`src/rtl/se_stream_feeder.sv`:
```
// se_stream_feeder: sequences the SE block's load/stream interface from a local memory.
// Loads conv1 weights, then conv2 weights, then streams the input feature map. It then
// forwards SE outputs until a full tensor of NP outputs has been accepted.
// Optional feature: define SE_FEEDER_TIMEOUT_EN to enable the DRAIN watchdog that
// raises a sticky error and finishes the run when SE outputs stop arriving.
module se_stream_feeder #(
    parameter int unsigned DATA_WIDTH     = 16,
    parameter int unsigned IN_CHANNELS    = 16,
    parameter int unsigned REDUCTION      = 4,
    parameter int unsigned IN_HEIGHT      = 8,
    parameter int unsigned IN_WIDTH       = 8,
    parameter int unsigned ADDR_WIDTH     = 12,
    parameter int unsigned TIMEOUT_CYCLES = 4096
) (
    input  logic                  clk,
    input  logic                  rst,
    input  logic                  start,
    output logic                  busy,
    output logic                  done,
    output logic                  error,
    output logic                  mem_rd_en,
    output logic [ADDR_WIDTH-1:0] mem_addr,
    input  logic [DATA_WIDTH-1:0] mem_rd_data,
    output logic [DATA_WIDTH-1:0] in_data,
    output logic                  load_kernel_conv1,
    output logic                  load_kernel_conv2,
    output logic                  input_valid,
    input  logic                  se_out_valid,
    input  logic [DATA_WIDTH-1:0] se_out_data,
    output logic                  result_valid,
    output logic [DATA_WIDTH-1:0] result_data,
    output logic [15:0]           out_count
);

    localparam int unsigned NW = IN_CHANNELS * (IN_CHANNELS / REDUCTION);
    localparam int unsigned NP = IN_CHANNELS * IN_HEIGHT * IN_WIDTH;

    localparam logic [ADDR_WIDTH-1:0] W2Base  = ADDR_WIDTH'(NW);
    localparam logic [ADDR_WIDTH-1:0] PxBase  = ADDR_WIDTH'(2 * NW);
    localparam logic [ADDR_WIDTH-1:0] LastW   = ADDR_WIDTH'(NW - 1);
    localparam logic [ADDR_WIDTH-1:0] LastP   = ADDR_WIDTH'(NP - 1);
    localparam logic [ADDR_WIDTH-1:0] AddrOne = ADDR_WIDTH'(1);
    localparam logic [15:0]           NpCount = 16'(NP);

    typedef enum logic [3:0] {
        StIdle, StW1Setup, StW1Load, StW1Hold, StGap,
        StW2Setup, StW2Load, StW2Hold, StStream, StDrain, StDone
    } state_t;

    state_t                 state_q, state_d;
    logic [ADDR_WIDTH-1:0]  cnt_q, cnt_d;
    logic [DATA_WIDTH-1:0]  hold_q;
    logic [15:0]            out_count_q, out_count_d;
    logic                   result_valid_q;
    logic [DATA_WIDTH-1:0]  result_data_q;
    logic                   accept;

`ifdef SE_FEEDER_TIMEOUT_EN
    localparam logic [31:0] TimeoutLast = 32'(TIMEOUT_CYCLES - 1);
    logic        error_q, error_d;
    logic [31:0] timer_q, timer_d;
`endif

    // SE outputs only count while the pixel stream is live and the tensor is incomplete.
    always_comb begin
        accept = se_out_valid && (state_q == StStream || state_q == StDrain) &&
                 (out_count_q < NpCount);
    end

    // Next-state, memory read and SE control decode.
    always_comb begin
        state_d           = state_q;
        cnt_d             = cnt_q;
        out_count_d       = accept ? out_count_q + 16'd1 : out_count_q;
        mem_rd_en         = 1'b0;
        mem_addr          = '0;
        in_data           = '0;
        load_kernel_conv1 = 1'b0;
        load_kernel_conv2 = 1'b0;
        input_valid       = 1'b0;
`ifdef SE_FEEDER_TIMEOUT_EN
        error_d           = error_q;
        timer_d           = (state_q == StDrain && !accept) ? timer_q + 32'd1 : 32'd0;
`endif
        case (state_q)
            StIdle: begin
                if (start) begin
                    state_d     = StW1Setup;
                    out_count_d = '0;
`ifdef SE_FEEDER_TIMEOUT_EN
                    error_d     = 1'b0;
`endif
                end
            end
            StW1Setup: begin
                load_kernel_conv1 = 1'b1;
                mem_rd_en         = 1'b1;
                mem_addr          = '0;
                cnt_d             = '0;
                state_d           = StW1Load;
            end
            StW1Load: begin
                load_kernel_conv1 = 1'b1;
                in_data           = mem_rd_data;
                if (cnt_q == LastW) begin
                    state_d = StW1Hold;
                end else begin
                    mem_rd_en = 1'b1;
                    mem_addr  = cnt_q + AddrOne;
                    cnt_d     = cnt_q + AddrOne;
                end
            end
            StW1Hold: begin
                load_kernel_conv1 = 1'b1;
                in_data           = hold_q;
                state_d           = StGap;
            end
            StGap: begin
                state_d = StW2Setup;
            end
            StW2Setup: begin
                load_kernel_conv2 = 1'b1;
                mem_rd_en         = 1'b1;
                mem_addr          = W2Base;
                cnt_d             = '0;
                state_d           = StW2Load;
            end
            StW2Load: begin
                load_kernel_conv2 = 1'b1;
                in_data           = mem_rd_data;
                if (cnt_q == LastW) begin
                    state_d = StW2Hold;
                end else begin
                    mem_rd_en = 1'b1;
                    mem_addr  = W2Base + cnt_q + AddrOne;
                    cnt_d     = cnt_q + AddrOne;
                end
            end
            StW2Hold: begin
                // Prefetch the first pixel so STREAM runs without a bubble.
                load_kernel_conv2 = 1'b1;
                in_data           = hold_q;
                mem_rd_en         = 1'b1;
                mem_addr          = PxBase;
                cnt_d             = '0;
                state_d           = StStream;
            end
            StStream: begin
                input_valid = 1'b1;
                in_data     = mem_rd_data;
                if (cnt_q == LastP) begin
                    state_d = (out_count_d == NpCount) ? StDone : StDrain;
                end else begin
                    mem_rd_en = 1'b1;
                    mem_addr  = PxBase + cnt_q + AddrOne;
                    cnt_d     = cnt_q + AddrOne;
                end
            end
            StDrain: begin
                if (out_count_d == NpCount) begin
                    state_d = StDone;
`ifdef SE_FEEDER_TIMEOUT_EN
                end else if (!accept && timer_q == TimeoutLast) begin
                    error_d = 1'b1;
                    state_d = StDone;
`endif
                end
            end
            StDone: begin
                state_d = StIdle;
            end
            default: begin
                state_d = StIdle;
            end
        endcase
    end

    // State, counters and captured SE output.
    always_ff @(posedge clk or posedge rst) begin
        if (rst) begin
            state_q        <= StIdle;
            cnt_q          <= '0;
            out_count_q    <= '0;
            result_valid_q <= 1'b0;
            result_data_q  <= '0;
        end else begin
            state_q        <= state_d;
            cnt_q          <= cnt_d;
            out_count_q    <= out_count_d;
            result_valid_q <= accept;
            if (accept) begin
                result_data_q <= se_out_data;
            end
        end
    end

    // Remember the last weight read so the HOLD cycle can repeat it.
    always_ff @(posedge clk or posedge rst) begin
        if (rst) begin
            hold_q <= '0;
        end else if (state_q == StW1Load || state_q == StW2Load) begin
            hold_q <= mem_rd_data;
        end
    end

`ifdef SE_FEEDER_TIMEOUT_EN
    // Drain watchdog and sticky error flag.
    always_ff @(posedge clk or posedge rst) begin
        if (rst) begin
            error_q <= 1'b0;
            timer_q <= '0;
        end else begin
            error_q <= error_d;
            timer_q <= timer_d;
        end
    end

    assign error = error_q;
`else
    assign error = 1'b0;
`endif

    assign busy         = (state_q != StIdle);
    assign done         = (state_q == StDone);
    assign result_valid = result_valid_q;
    assign result_data  = result_data_q;
    assign out_count    = out_count_q;

endmodule

```
`config.mk`:
```
export PLATFORM = sky130hd
export DESIGN_NAME = se_stream_feeder
export DESIGN_NICKNAME = d
export VERILOG_FILES = /design/src/rtl/se_stream_feeder.sv
export SDC_FILE = /design/constraint.sdc
export NUM_CORES = 1
export LEC_CHECK = 0
export CAP_MARGIN = 20
export CORE_ASPECT_RATIO = 0.75
export CORE_MARGIN = 2
export CORE_UTILIZATION = 35
export CTS_BUF_LIST = sky130_fd_sc_hd__clkbuf_4 sky130_fd_sc_hd__clkbuf_8
export DETAILED_ROUTE_END_ITERATION = 8
export GPL_TIMING_DRIVEN = 0
export SKIP_LAST_GASP = 1
export SYNTH_ARGS = -nofsm -noshare
export SYNTH_HDL_FRONTEND = slang
export SYNTH_SLANG_ARGS = --single-unit
```
`constraint.sdc`:
```
create_clock -name clk -period 3.6 [get_ports clk]
set_clock_uncertainty 0.1 [all_clocks]
set_input_delay 0.72 -clock clk [delete_from_list [all_inputs] [get_ports clk]]
set_output_delay 0.72 -clock clk [all_outputs]
set_load 0.03 [all_outputs]
```
==> load_flow_metrics.sql, run 1 <==
INSERT INTO impl_metrics (metric_group, metric, value, unit) VALUES
('status', 'outcome', 'finished clean', ''),
('power_and_ir_drop', 'power_report.internal_total', '1100', 'uW'),
('power_and_ir_drop', 'switchingPower', '364', 'uW'),
('floorplan', 'floorplan.die_area', '0.0117', 'sq mm'),
('layout', 'stdcell_area', '0.00522', 'sq mm'),
('synth', 'synthesis.yosys.warnings', '0', ''),
('place', 'place.detailed.hpwl', '7980', 'microns'),
('clock_network', 'cts_tree', 'built', ''),
('synth', 'syn_nets', '497', ''),
('global_routing', 'pin_count_of_the_biggest_net_entering_global_routing', '66', ''),
('synth', 'synth_enable_flop_cells', '0', ''),
('sta', 'post-route-min-period', '3.50', 'ns'),
('floorplan', 'floorplan.die.width', '124', 'microns'),
('global_routing', 'global_route.overflow_total', '0', ''),
('route', 'route.met3.wl', '1170', 'microns'),
('floorplan', 'floorplan.die.height', '94', 'microns'),
('floorplan', 'core.rowCount', '32', ''),
('layout', 'top_library_cells_by_usage_in_the_layout_fill_and_taps_aside', 'sky130_fd_sc_hd__nand2_1, sky130_fd_sc_hd__clkdlybuf4s50_1, sky130_fd_sc_hd__dfrtp_1, sky130_fd_sc_hd__nor2_1, sky130_fd_sc_hd__o21ai_0', ''),
('route', 'num_vias', '3840', ''),
('route', 'drt-wirelength-per-cell', '16.0', 'microns'),
('layout', 'leading_cell_type_in_the_layout_fill_and_taps_excluded', 'sky130_fd_sc_hd__nand2_1', ''),
('clock_network', 'clockBufferDepth', '2', ''),
('route', 'topRoutingLayerUsed', 'met4', ''),
('layout', 'stdcell_count', '714', ''),
('route', 'detail_route.first_pass.iterations', '4', ''),
('power_and_ir_drop', 'combinationalPowerShare', '0.075', ''),
('power_and_ir_drop', 'power.share.switching', '0.249', ''),
('floorplan', 'io_pins', '104', ''),
('power_and_ir_drop', 'powerDensity', '280', 'mW/mm^2'),
('worst_setup_path', 'timing.critical_path.to_type', 'output port', ''),
('power_and_ir_drop', 'power.leakage', '0.00229', 'uW'),
('place', 'place_ws', '-0.269', 'ns'),
('layout', 'post_route_cells_drive_above_1_share', '0.119', ''),
('worst_setup_path', 'critical_path_arrival', '2.68', 'ns'),
('clock_network', 'clock_tree.htree_level_count', '3', ''),
('layout', 'layout.core_utilization', '0.502', ''),
('route', 'route.detailed.vias_per_inst', '5.38', ''),
('synth', 'avgSynthCellArea', '8.24', 'sq um'),
('route', 'm1_wire_length', '5220', 'microns'),
('worst_setup_path', 'reg2reg_depth', '6', ''),
('place', 'io_buffers', '102', ''),
('layout', 'antenna_cells', '0', ''),
('worst_setup_path', 'regToRegEndpoint', 'state_q[0]', ''),
('synth', 'postSynthRegisterBits', '65', ''),
('sta', 'final_max_tran_viols', '0', ''),
('power_and_ir_drop', 'worst_vdd_ir', '0.213', 'mV'),
('power_and_ir_drop', 'power_frac_clock', '0.416', ''),
('place', 'gp_congestion', '0.855', ''),
('worst_setup_path', 'reg2reg_slack', '1.22', 'ns'),
('route', 'ant_nets', '0', ''),
('sta', 'final-setup-viol-count', '0', ''),
('synth', 'seq_area_frac_synth', '0.430', ''),
('synth', 'postSynth.asyncResetShare', '1.00', ''),
('clock_network', 'clk-insertion-delay-late', '0.36', 'ns'),
('worst_setup_path', 'cp-start-kind', 'flip-flop', ''),
('clock_network', 'cts.sinks', '65', ''),
('power_and_ir_drop', 'pwr-share-seq', '0.509', ''),
('sta', 'slew-limit-headroom', '0.449', ''),
('global_routing', 'globalRouteTotalUtil', '0.209', ''),
('sta', 'worst_slack', '0.0991', 'ns'),
('route', 'drc_errors', '0', ''),
('worst_setup_path', 'reg_to_reg_critical_path_startpoint', 'out_count[0]', ''),
('floorplan', 'initial_core_util', '0.363', ''),
('run', 'drv.max_cap_violation_count', '0', ''),
('sta', 'tightestPinTransition', '0.826', 'ns'),
('synth', 'ys.flop_type', 'sky130_fd_sc_hd__dfrtp_1', ''),
('layout', 'final_layout_net_count', '612', ''),
('worst_setup_path', 'crit_required', '2.78', 'ns'),
('worst_hold_path', 'hp-class', 'flip-flop to flip-flop', ''),
('worst_setup_path', 'endpoint', 'mem_addr[3]', ''),
('layout', 'fillerInstances', '1027', '');
[registers in the layout (all words and copies together), names as in the netlist]
name,count
out_count,16
result_valid,1
state_q,4
cnt_q,12
hold_q,16
result_data,16
[cell usage after synthesis (2+ instances only)]
master / number / area (sq um)
sky130_fd_sc_hd__a2111oi_0: 2 / 17.5
sky130_fd_sc_hd__a211oi_1: 3 / 22.5
sky130_fd_sc_hd__a21oi_1: 11 / 55.1
sky130_fd_sc_hd__a22o_1: 16 / 140
sky130_fd_sc_hd__a31oi_1: 13 / 81.3
sky130_fd_sc_hd__a41oi_1: 2 / 17.5
sky130_fd_sc_hd__and2_1: 4 / 25.0
sky130_fd_sc_hd__and3_1: 4 / 25.0
sky130_fd_sc_hd__buf_2: 4 / 20.0
sky130_fd_sc_hd__clkbuf_1: 26 / 97.6
sky130_fd_sc_hd__dfrtp_1: 65 / 1630
sky130_fd_sc_hd__ha_1: 2 / 25.0
sky130_fd_sc_hd__inv_1: 8 / 30.0
sky130_fd_sc_hd__nand2_1: 119 / 447
sky130_fd_sc_hd__nand2b_1: 5 / 31.3
sky130_fd_sc_hd__nand3_1: 12 / 60.1
sky130_fd_sc_hd__nand4_1: 12 / 75.1
sky130_fd_sc_hd__nor2_1: 37 / 139
sky130_fd_sc_hd__nor2b_1: 9 / 56.3
sky130_fd_sc_hd__nor3_1: 8 / 40.0
sky130_fd_sc_hd__nor3b_1: 2 / 15.0
sky130_fd_sc_hd__nor3b_2: 2 / 25.0
sky130_fd_sc_hd__nor4_1: 4 / 25.0
sky130_fd_sc_hd__nor4b_1: 2 / 17.5
sky130_fd_sc_hd__o2111ai_1: 2 / 17.5
sky130_fd_sc_hd__o211ai_1: 5 / 37.5
sky130_fd_sc_hd__o21a_1: 2 / 15.0
sky130_fd_sc_hd__o21ai_0: 17 / 85.1
sky130_fd_sc_hd__o21bai_1: 2 / 15.0
sky130_fd_sc_hd__o31ai_1: 5 / 37.5
sky130_fd_sc_hd__o32ai_1: 2 / 17.5
sky130_fd_sc_hd__or3_1: 4 / 25.0
sky130_fd_sc_hd__or4_1: 4 / 30.0
sky130_fd_sc_hd__xnor2_1: 14 / 123
sky130_fd_sc_hd__xor2_1: 5 / 43.8
[per-stage QoR]
stage / TNS [ns] / hold slack [ns] / power, uW
after global placement: -9.49 / 0.358 / 872
after floorplan: 0 / 0.346 / 806
after global routing: -0.0256 / 0.400 / 1530
after CTS: -0.0196 / 0.381 / 1480
after detailed placement: -2.43 / 0.362 / 873
final: 0 / 0.374 / 1460
[layout make-up]
class,count,area (sq um),area share
multi-input cells,353,2070,0.396
plain buffers,29,126,0.0242
repair buffers,107,1000,0.192
flip-flops and latches,65,1630,0.312
well taps,136,170,0.0326
clock buffers,12,165,0.0316
inverters,9,36.3,0.00695
clock inverters,3,23.8,0.00455
[power by group through the flow]
stage | Sequential, uW | Combinational, uW | Clock (uW)
6_report | 744 | 109 | 609
5_1_grt | 745 | 118 | 669
4_1_cts | 744 | 112 | 626
3_5_place_dp | 758 | 116 | 0
3_3_place_gp | 758 | 114 | 0
2_1_floorplan | 757 | 49.3 | 0
[critical path: stages, from the launching register on]
cell and delay, ns:
sky130_fd_sc_hd__dfrtp_2 0.46, sky130_fd_sc_hd__ha_4 0.20, sky130_fd_sc_hd__and3_2 0.27, sky130_fd_sc_hd__and4_2 0.26
sky130_fd_sc_hd__o21ai_1 0.17, sky130_fd_sc_hd__buf_2 0.26, sky130_fd_sc_hd__nand2_1 0.16, sky130_fd_sc_hd__nor2_1 0.13
sky130_fd_sc_hd__dlygate4sd2_1 0.40
[kinds of logic after synthesis]
family / count (synthesis) / share of synthesized area
other: 1 / 0.000992
and+or+nand+nor: 235 / 0.294
adders and majority gates: 2 / 0.00662
xor gates and xnor gates: 19 / 0.0440
muxes: 2 / 0.00563
DFF: 65 / 0.430
buffers and inverters: 41 / 0.0430
AOI/OAI and AO/OA: 94 / 0.175
[metal layers]
layer  vias up  global-route usage
li1       1841                   -
met1      1826               0.288
met2       155               0.292
met3        18              0.0941
met4         0              0.0655
met5         -                   0
[how the worst min path moves through the flow]
stage | from | to | slack, ns | depth (start not counted)
after CTS | result_data[15] | result_data[15] | 0.38 | 2
after detailed placement | result_data[15] | result_data[15] | 0.36 | 2
after floorplan | hold_q[0] | hold_q[0] | 0.35 | 2
after global placement | result_data[13] | result_data[13] | 0.36 | 2
after global routing | result_data[2] | result_data[2] | 0.40 | 2
final | result_data[12] | result_data[12] | 0.37 | 2
[what timing repair did]
action	in CTS	in global routing
setup buffers	2	3
gates resized for setup	38	42
pin swaps	1	0
endpoints found under the setup margin	29	28
No activity file was read; power rests on OpenSTA's default activity.
==> inputs of run 2 (changes only) <==
--- a/config.mk
+++ b/config.mk
@@ -5,6 +5,7 @@
 export SDC_FILE = /design/constraint.sdc
 export NUM_CORES = 1
 export LEC_CHECK = 0
+export ABC_AREA = 1
 export CAP_MARGIN = 20
 export CORE_ASPECT_RATIO = 0.75
 export CORE_MARGIN = 2
@@ -12,6 +13,7 @@
 export CTS_BUF_LIST = sky130_fd_sc_hd__clkbuf_4 sky130_fd_sc_hd__clkbuf_8
 export DETAILED_ROUTE_END_ITERATION = 8
 export GPL_TIMING_DRIVEN = 0
+export SETUP_SLACK_MARGIN = 0.3
 export SKIP_LAST_GASP = 1
 export SYNTH_ARGS = -nofsm -noshare
 export SYNTH_HDL_FRONTEND = slang
==> run 2 against run 1 <==
Net effect:
- routed wire length shrank 15%
- first-iteration DRC count grew 29%
- register-to-register slack gained 0.30 ns
- cell count grew 7.1%
- sequential power grew 1%
- utilization shrank 0.56 points
- via count shrank 6.4%
- worst hold slack gained 0.0021 ns
- critical endpoint is now mem_addr[9]
- highest routed layer unchanged
==> load_flow_metrics.sql, run 2 <==
INSERT INTO impl_metrics (metric_group, metric, value, unit) VALUES
('status', 'outcome', 'finished clean', ''),
('worst_hold_path', 'hp-class', 'flip-flop to flip-flop', ''),
('floorplan', 'floorplan.die.height', '93.5', 'microns'),
('layout', 'antenna_cells', '0', ''),
('worst_setup_path', 'critical-path-slowest-cell', 'sky130_fd_sc_hd__dfrtp_1', ''),
('sta', 'rsz0062_at_grt', 'no', ''),
('worst_setup_path', 'cp-start-kind', 'flip-flop', ''),
('synth', 'netlist.top_cell.by_area', 'sky130_fd_sc_hd__dfrtp_1', ''),
('floorplan', 'floorplan.die.width', '123', 'microns'),
('power_and_ir_drop', 'worst_vdd_ir', '0.173', 'mV'),
('sta', 'slew-limit-headroom', '0.461', ''),
('sta', 'final-setup-viol-count', '0', ''),
('clock_network', 'clk-insertion-delay-late', '0.34', 'ns'),
('synth', 'postSynthRegisterBits', '65', ''),
('synth', 'ys.flop_type', 'sky130_fd_sc_hd__dfrtp_1', ''),
('floorplan', 'core.rowCount', '32', ''),
('synth', 'synth.top_cells.by_count', 'sky130_fd_sc_hd__nand2_1, sky130_fd_sc_hd__dfrtp_1, sky130_fd_sc_hd__inv_1', ''),
('synth', 'postSynth.asyncResetShare', '1.00', ''),
('worst_setup_path', 'timing_worst_setup_path_type', 'flip-flop to output port', ''),
('sta', 'min_period_over_period', '0.873', ''),
('route', 'routed_wirelength', '9740', 'microns'),
('clock_network', 'clkTransAtPathRegs', '0.07', 'ns'),
('clock_network', 'cts.sinks', '65', ''),
('route', 'num_vias', '3596', ''),
('clock_network', 'cts_tree', 'built', ''),
('synth', 'netlist.area_leader.share', '0.435', ''),
('global_routing', 'grt_first_pass_wirelength', '16200', 'microns'),
('place', 'placed_cells', '746', ''),
('synth', 'avgSynthCellArea', '7.36', 'sq um'),
('synth', 'synthesis.yosys.warnings', '0', ''),
('worst_setup_path', 'timing.critical_path.to_type', 'output port', ''),
('layout', 'leading_cell_type_in_the_layout_fill_and_taps_excluded', 'sky130_fd_sc_hd__nand2_1', ''),
('sta', 'hold-worst-slack', '0.377', 'ns'),
('worst_setup_path', 'crit_path_max_incr_delay', '0.41', 'ns'),
('place', 'place_ws', '0.206', 'ns'),
('clock_network', 'clock-root-buffer', 'sky130_fd_sc_hd__clkbuf_8', ''),
('synth', 'syn_nets', '546', ''),
('global_routing', 'antenna_found_initial', '0', ''),
('route', 'drt-wirelength-per-cell', '12.7', 'microns'),
('clock_network', 'clockBufferDepth', '2', ''),
('layout', 'layout-area-overhead-vs-synth', '37.1', '%'),
('worst_setup_path', 'worstPathCellList', 'inv_1 > nor3_2 > nand3_2 > o21ai_1 > nand2_1 > xor2_1 > o221ai_1 > clkdlybuf4s15_2', ''),
('layout', 'layout.core_utilization', '0.496', ''),
('route', 'route.detailed.vias_per_inst', '4.70', ''),
('place', 'place.detailed.hpwl', '7180', 'microns'),
('sta', 'max_freq', '0.318', 'GHz'),
('floorplan', 'io_pins', '104', ''),
('synth', 'netlist_top_cells_area', 'sky130_fd_sc_hd__dfrtp_1, sky130_fd_sc_hd__nand2_1, sky130_fd_sc_hd__inv_1', ''),
('global_routing', 'globalRouteTotalUtil', '0.179', ''),
('worst_setup_path', 'crit_required', '2.78', 'ns'),
('power_and_ir_drop', 'powerDensity', '297', 'mW/mm^2'),
('layout', 'footprint_of_the_flip_flops_and_latches', '0.00163', 'sq mm'),
('sta', 'hold_violations', '0', ''),
('run', 'drv.max_cap_violation_count', '0', ''),
('layout', 'stdcell_count', '765', ''),
('place', 'gp_congestion', '0.909', ''),
('synth', 'post-synth-top-count-cell', 'sky130_fd_sc_hd__nand2_1', ''),
('synth', 'seq_area_frac_synth', '0.435', ''),
('clock_network', 'clock_tree.htree_level_count', '3', ''),
('power_and_ir_drop', 'post-layout-total-power', '1520', 'uW'),
('layout', 'top_library_cells_by_usage_in_the_layout_fill_and_taps_aside', 'sky130_fd_sc_hd__nand2_1, sky130_fd_sc_hd__clkdlybuf4s50_1, sky130_fd_sc_hd__dfrtp_1, sky130_fd_sc_hd__inv_1, sky130_fd_sc_hd__nor2_1', ''),
('synth', 'synth.lib_cells_used.distinct', '32', ''),
('clock_network', 'cts_inserted_buffers', '9', ''),
('layout', 'fillerInstances', '1060', ''),
('global_routing', 'global_route.overflow_total', '0', ''),
('floorplan', 'initial_core_util', '0.362', ''),
('layout', 'final_layout_net_count', '662', ''),
('floorplan', 'floorplan.die_area', '0.0115', 'sq mm'),
('clock_network', 'ctsHoldBuffers', '0', ''),
('sta', 'tightestPinTransition', '0.808', 'ns'),
('power_and_ir_drop', 'power.leakage', '0.00243', 'uW'),
('synth', 'syn_area', '0.00374', 'sq mm'),
('worst_setup_path', 'critical_path.max_fanout', '6', ''),
('route', 'initialDrtViolationCount', '288', ''),
('sta', 'final_max_tran_viols', '0', ''),
('floorplan', 'coreArea', '0.0103', 'sq mm'),
('sta', 'worst_slack', '0.458', 'ns'),
('route', 'drc_errors', '0', ''),
('global_routing', 'grt_pass1_vias', '3408', ''),
('route', 'ant_nets', '0', ''),
('worst_setup_path', 'critical_path_arrival', '2.32', 'ns'),
('route', 'detail_route.first_pass.iterations', '4', ''),
('sta', 'post-route-min-period', '3.14', 'ns'),
('layout', 'multi_input_comb_area', '0.00179', 'sq mm'),
('layout', 'post_route_cells_drive_above_1_share', '0.148', ''),
('synth', 'syn-instance-count', '508', ''),
('synth', 'synth_enable_flop_cells', '0', ''),
('place', 'io_buffers', '102', ''),
('global_routing', 'pin_count_of_the_biggest_net_entering_global_routing', '66', '');
run 2: what timing repair did:
| item | in CTS | in global routing |
|---|---|---|
| gates resized for setup | 44 | 59 |
| buffers inserted | 1 | 2 |
| pin swaps | 0 | 1 |
| endpoints found under the setup margin | 25 | 28 |
run 2: through the flow:
step | setup TNS, ns | instance area, sq um
after detailed placement | 0 | 4930
after global placement | -6.60 | 4930
after global routing | 0 | 5120
after CTS | 0 | 5140
after floorplan | 0 | 3740
final | 0 | 5120
run 2: cell families (layout without fill, tap and decap cells):
kind of cell	Yosys count	count (layout)	synth area share
compound gates	82	82	0.122
xor+xnor	14	14	0.0328
fa+ha+maj	2	2	0.00669
buf+inv	85	206	0.0927
flops	65	65	0.435
other cells	1	1	0.00100
simple gates	259	259	0.310
run 2: final timing paths:
path | from | end | slack (ns) | depth (start not counted)
hold reg to reg | result_data[11] | result_data[11] | 0.38 | 2
max in group asynchronous | rst | cnt_q[0] | 2.03 | 2
hold / removal | result_data[11] | result_data[11] | 0.38 | 2
min in group asynchronous | rst | hold_q[3] | 0.78 | 2
setup / recovery | cnt_q[2] | mem_addr[9] | 0.46 | 8
setup reg to reg | cnt_q[1] | state_q[1] | 1.52 | 13
run 2: layout make-up:
| class | instances | area share |
|---|---|---|
| clock inverters | 7 | 0.0149 |
| multi-input cells | 358 | 0.350 |
| plain buffers | 16 | 0.0190 |
| inverters | 69 | 0.0515 |
| well taps | 136 | 0.0332 |
| clock buffers | 9 | 0.0242 |
| flip-flops and latches | 65 | 0.318 |
| repair buffers | 105 | 0.190 |
run 2: critical path: cells and delay by family, from the launching register on:
family | cells | cell delay, ns
AO/OA/AOI/OAI | 2 | 0.48
XOR/XNOR | 1 | 0.15
buffers and inverters | 2 | 0.43
flip-flops | 1 | 0.41
AND/OR/NAND/NOR | 3 | 0.54
run 2: layer usage:
layer  wire (microns)  GRT usage  part of all wire  vias up
met1             4890      0.264              0.50     1654
met2             4080      0.245              0.42       98
li1                 -          -                 -     1842
met4               40     0.0436            0.0041        0
met3              722     0.0640             0.074        2
met5                0          0                 0        -
run 2: power by group:
group	switching (uW)	total (uW)	internal, uW	leakage [uW]
Sequential	8.53	752	743	0.000833
Clock	307	633	326	0.0000966
Combinational	73.4	135	61.5	0.00151
